[src/rtl/alu_pkg.sv]
// Shared types for the serial ALU core and its upstream sequencer.
// Op codes, sequencer states, request bundle and byte counts.
package alu_pkg;

  localparam int OPERAND_BYTES = 3;
  localparam int RESULT_BYTES  = 2;

  typedef enum logic [1:0] {
    OP_ADD      = 2'b00,
    OP_SUB      = 2'b01,
    OP_MUL_R4   = 2'b10,
    OP_DIV_SRT2 = 2'b11
  } op_e;

  typedef enum logic [2:0] {
    S_IDLE,
    S_START,
    S_LOAD_A,
    S_LOAD_Q,
    S_LOAD_M,
    S_WAIT,
    S_READ_LO,
    S_RESP
  } seq_state_e;

  // bytes[2]=A, bytes[1]=Q, bytes[0]=M, in core load order
  typedef struct packed {
    op_e                             op;
    logic [OPERAND_BYTES-1:0][7:0]   bytes;
  } req_t;

endpackage

[src/rtl/alu_seq_watchdog.sv]
// WAIT-state watchdog for the ALU sequencer.
// Clear on WAIT entry, count WAIT cycles, flag the LIMIT-th one.
module alu_seq_watchdog #(
  parameter int LIMIT = 64
) (
  input  logic clk,
  input  logic reset,
  input  logic clr,
  input  logic en,
  output logic expired
);

  localparam int CW = $clog2(LIMIT + 1);

  logic [CW-1:0] cnt_q;

  // expiry fires on the cycle the last allowed WAIT cycle is spent
  assign expired = en && (cnt_q == CW'(LIMIT - 1));

  // cycle counter, cleared ahead of each WAIT entry
  always_ff @(posedge clk) begin
    if (reset || clr) begin
      cnt_q <= '0;
    end else if (en) begin
      cnt_q <= cnt_q + 1'b1;
    end
  end

endmodule

[src/rtl/alu_op_sequencer.sv]
// Request/response front end for the byte-serial ALU core.
// Optional WAIT watchdog: define ALU_SEQ_TIMEOUT_EN.
module alu_op_sequencer
  import alu_pkg::*;
#(
  parameter int TIMEOUT_CYCLES = 64
) (
  input  logic        clk,
  input  logic        reset,
  input  logic        req_valid,
  output logic        req_ready,
  input  logic [1:0]  req_op,
  input  logic [15:0] req_opa,
  input  logic [7:0]  req_opb,
  output logic        rsp_valid,
  input  logic        rsp_ready,
  output logic [15:0] rsp_data,
  output logic        rsp_err,
  output logic        busy,
  output logic        BEGIN,
  output logic [1:0]  op_code,
  output logic [7:0]  inbus,
  input  logic [7:0]  outbus,
  input  logic        END,
  output logic        alu_reset
);

  if (TIMEOUT_CYCLES < 1) begin : g_bad_cfg
    $error("TIMEOUT_CYCLES must be at least 1");
  end

  seq_state_e                     state_q;
  req_t                           req_q;
  logic                           rdy_q;
  logic                           busy_q;
  logic                           begin_q;
  logic                           valid_q;
  logic [7:0]                     inbus_q;
  logic [7:0]                     hi_q;
  logic [RESULT_BYTES*8-1:0]      rsp_q;
  logic                           timeout;

`ifdef ALU_SEQ_TIMEOUT_EN
  logic err_q;
  logic abort_q;

  alu_seq_watchdog #(
    .LIMIT (TIMEOUT_CYCLES)
  ) u_wdog (
    .clk     (clk),
    .reset   (reset),
    .clr     (state_q == S_LOAD_M),
    .en      (state_q == S_WAIT),
    .expired (timeout)
  );

  assign rsp_err   = err_q;
  assign alu_reset = reset | abort_q;
`else
  assign timeout   = 1'b0;
  assign rsp_err   = 1'b0;
  assign alu_reset = reset;
`endif

  assign req_ready = rdy_q & ~reset;
  assign rsp_valid = valid_q;
  assign rsp_data  = rsp_q;
  assign busy      = busy_q;
  assign BEGIN     = begin_q;
  assign op_code   = req_q.op;
  assign inbus     = inbus_q;

  // sequencer FSM with all outputs registered
  always_ff @(posedge clk) begin
    if (reset) begin
      state_q <= S_IDLE;
      req_q   <= '0;
      rdy_q   <= 1'b0;
      busy_q  <= 1'b0;
      begin_q <= 1'b0;
      valid_q <= 1'b0;
      inbus_q <= 8'h00;
      hi_q    <= 8'h00;
      rsp_q   <= '0;
`ifdef ALU_SEQ_TIMEOUT_EN
      err_q   <= 1'b0;
      abort_q <= 1'b0;
`endif
    end else begin
      begin_q <= 1'b0;
`ifdef ALU_SEQ_TIMEOUT_EN
      abort_q <= 1'b0;
`endif
      unique case (state_q)
        S_IDLE: begin
          if (req_valid && rdy_q) begin
            req_q.op    <= op_e'(req_op);
            req_q.bytes <= {req_opa, req_opb};
            rdy_q       <= 1'b0;
            busy_q      <= 1'b1;
            begin_q     <= 1'b1;
            state_q     <= S_START;
          end else begin
            rdy_q <= 1'b1;
          end
        end
        S_START: begin
          inbus_q <= req_q.bytes[2];
          state_q <= S_LOAD_A;
        end
        S_LOAD_A: begin
          inbus_q <= req_q.bytes[1];
          state_q <= S_LOAD_Q;
        end
        S_LOAD_Q: begin
          inbus_q <= req_q.bytes[0];
          state_q <= S_LOAD_M;
        end
        S_LOAD_M: begin
          inbus_q <= 8'h00;
          state_q <= S_WAIT;
        end
        S_WAIT: begin
          if (END) begin
            hi_q    <= outbus;
            state_q <= S_READ_LO;
          end else if (timeout) begin
            rsp_q   <= '0;
            valid_q <= 1'b1;
`ifdef ALU_SEQ_TIMEOUT_EN
            err_q   <= 1'b1;
            abort_q <= 1'b1;
`endif
            state_q <= S_RESP;
          end
        end
        S_READ_LO: begin
          rsp_q   <= {hi_q, outbus};
          valid_q <= 1'b1;
          state_q <= S_RESP;
        end
        S_RESP: begin
          if (rsp_ready) begin
            valid_q  <= 1'b0;
            busy_q   <= 1'b0;
            rdy_q    <= 1'b1;
            req_q.op <= OP_ADD;
            rsp_q    <= '0;
`ifdef ALU_SEQ_TIMEOUT_EN
            err_q    <= 1'b0;
`endif
            state_q  <= S_IDLE;
          end
        end
        default: state_q <= S_IDLE;
      endcase
    end
  end

endmodule

[config.mk]
export PLATFORM = sky130hd
export DESIGN_NAME = alu_op_sequencer
export DESIGN_NICKNAME = d
export VERILOG_FILES = /design/src/rtl/alu_pkg.sv /design/src/rtl/alu_seq_watchdog.sv /design/src/rtl/alu_op_sequencer.sv
export SDC_FILE = /design/constraint.sdc
export NUM_CORES = 1
export LEC_CHECK = 0
export CORE_ASPECT_RATIO = 0.9
export CORE_MARGIN = 2
export CORE_UTILIZATION = 51
export DETAILED_ROUTE_END_ITERATION = 6
export MAX_ROUTING_LAYER = met4
export PLACE_DENSITY = 0.95
export SYNTH_ARGS = -nofsm -noshare
export SYNTH_HDL_FRONTEND = slang
export SYNTH_SLANG_ARGS = --single-unit
[constraint.sdc]
create_clock -name clk -period 3.9 [get_ports clk]
set_input_delay 0.78 -clock clk [delete_from_list [all_inputs] [get_ports clk]]
set_output_delay 0.78 -clock clk [all_outputs]
set_load 0.02 [all_outputs]
==> impl_metrics.json <==
{
  "skew_ns": 0.00855,
  "use_met2_pct": 37.7,
  "start_kind": "input port",
  "portBuffers": 69,
  "max_freq_mhz": 422,
  "nets": 392,
  "synth_seq_cells": 65,
  "cts.htree.levels": 3,
  "grt_start_max_net_pins": 67,
  "hold_path.startpoint": "busy",
  "final_cells": 419,
  "layout_common_cells": "clkdlybuf4s50_1 (68), dfxtp_1 (65), nand2_1 (52), nor2_1 (40), a21oi_1 (29)",
  "cellPowerDensity_mw_per_mm2": 557,
  "post-route-min-period_ns": 2.37,
  "cp_max_fo": 3,
  "r2r-start": "state_q[2]",
  "clock_sinks": 65,
  "total_power_mw": 1.94,
  "yosys_warnings": 0,
  "wl_per_cell_um": 15.2,
  "dieArea_mm2": 0.00571,
  "tightest_slew_ns": 1.06,
  "synthToLayoutAreaGrowth_pct": 33.4,
  "gp_congestion": 0.790,
  "ir_worst_vdd_mv": 0.344,
  "routed_via_density": 5.46,
  "grt_pass1_vias": 2187,
  "track_usage_pct": 23.7,
  "hold_viol": 0,
  "criticalPathCategory": "input port to primary output",
  "rsz0062_at_grt": "false",
  "vias": 2287,
  "reg2reg_to": "inbus[2]",
  "cpLargestDelayFamily": "buffers and inverters",
  "grt_use_met1_pct": 27.6,
  "end_kind": "primary output",
  "arrival_ns": 1.59,
  "synth_seq_area_share_pct": 49.8,
  "post-route-period-util_pct": 60.7,
  "clockBufferDepth": 2,
  "setup_tns_ns": 0,
  "synth_fp_nets": 335,
  "die_width_um": 79.4,
  "cts_resized": 0,
  "slew_headroom_pct": 29.1,
  "drt_iter0_drc": 212,
  "initial_utilization_pct": 53.3,
  "cpPeakStageDelay_ns": 0.60,
  "drv_slew": 0,
  "antenna_cells": 0,
  "synth_cell_types": 31,
  "worst-r2r-cell-count": 4,
  "outcome": "completed",
  "fp.coreArea_mm2": 0.00489,
  "hpwl_um": 4080,
  "overflow": 0,
  "hold_buffers": 0,
  "cts_tree": "built",
  "insertion_delay_ns": 0.34,
  "ant_nets": 0,
  "crit_required_ns": 3.12,
  "grt_pass1_wl_um": 10100,
  "place_area_mm2": 0.00324,
  "std_cell_rows": 24,
  "antenna_found_initial": 0,
  "die_h_um": 71.9,
  "synth_area_per_cell_um2": 8.94,
  "cp_cell_sequence": "buf_2 -> nor2b_1 -> clkdlybuf4s50_1",
  "cts_root_buffer": "clkbuf_8",
  "reg2reg_setup_slack_ns": 1.68,
  "path_clk_slew_ns": 0.07,
  "min_to": "busy",
  "synthCells": 292,
  "cts_made_buffers": 9,
  "hold_path_depth": 2,
  "layout_commonest_cell": "clkdlybuf4s50_1",
  "postCtsSetupBuffers": 0,
  "setup_viol": 0,
  "dp_cells": 403,
  "top_usage_layer": "met2",
  "power_leakage_nw": 1.28,
  "syn_area_mm2": 0.00261,
  "grt_use_met3_pct": 6.93,
  "design_area_mm2": 0.00348,
  "drc": 0,
  "cp_num_buf_inv": 2,
  "drt_wl_total_um": 6350,
  "drtPass1Iterations": 4,
  "max_cap_viol_count": 0,
  "crit_slowest_cell": "clkdlybuf4s50_1",
  "drive_gt1_share_pct": 6.21,
  "hold_class": "register to register",
  "io_pins": 71
}
[synth_stat cells (all sizes together)]
cell type	number	area [um^2]
dfxtp	65	1300
a21boi	1	18.8
a21oi	29	145
conb	1	3.75
a22oi	24	180
buf	16	115
o31ai	1	7.51
a211oi	3	22.5
nor2	40	150
mux2	1	11.3
nand4	2	12.5
nand3	4	25.0
o22a	8	70.1
or4b	1	10.0
o21ai	1	5.00
o21a	1	7.51
ha	4	50.1
inv	2	7.51
nand2	53	201
nor3	2	10.0
and3b	1	8.76
and2	2	12.5
nor2b	4	32.5
mux2i	16	160
clkbuf	8	30.0
nand2b	2	12.5
[kinds of logic (layout without fill, tap and decap cells)]
group,Yosys count,count (layout),synth area share [%]
and+or+nand+nor,111,111,18.2
AOI/OAI and AO/OA,68,68,17.5
DFF,65,65,49.8
buffers and inverters,26,88,5.85
muxes,17,17,6.56
adders and majority gates,4,4,1.92
other,1,1,0.144
[power breakdown]
part | internal [mW] | total [mW] | switching, mW
combinational | 0.199 | 0.474 | 0.275
sequential | 0.730 | 0.773 | 0.0432
clock | 0.441 | 0.694 | 0.252
total | 1.37 | 1.94 | 0.571
[state kept, by name, indices dropped and copies added, names as in the netlist, 2 cells and up]
name      flops
op_code       2
req_q        24
hi_q          8
rsp_data     16
state_q       3
inbus         8
[worst reg2reg max path: cells and delay by family (launching register included)]
kind / cells / cell delay, ns
DFF: 1 / 0.59
AOI/OAI and AO/OA: 1 / 0.18
and+or+nand+nor: 2 / 1.01
muxes: 1 / 0.29
[per-stage QoR]
step | hold WS, ns | setup WS [ns] | utilization [%]
global placement | 0.443 | 1.43 | 66.2
detailed placement | 0.449 | 1.36 | 66.2
CTS | 0.461 | 1.53 | 71.2
finish | 0.460 | 1.53 | 71.2
global route | 0.478 | 1.48 | 71.2
floorplan | 0.436 | 1.83 | -
[worst max-delay path by stage]
stage,start,to,slack [ns],depth (start not counted)
2_1_floorplan,reset,req_ready,1.83,2
3_3_place_gp,req_valid,req_q[0],1.43,5
3_5_place_dp,req_valid,req_q[2],1.36,5
4_1_cts,reset,req_ready,1.53,3
5_1_grt,req_valid,req_q[9],1.48,5
6_report,reset,req_ready,1.53,3
[routing by layer]
layer  vias up  wire, um
met2        74      3230
met4         0       151
met1      1088      2640
li1       1110         -
met3        15       334
met5         -         0
[final cells by class]
type / instances / area (um^2)
clock buffers: 11 / 141
clock inverters: 5 / 103
fillers: 373 / 1410
inverters: 2 / 7.51
multi-input cells: 201 / 1160
flip-flops and latches: 65 / 1300
well taps: 65 / 81.3
repair buffers: 70 / 693
Power figures use the tool's default switching activity.
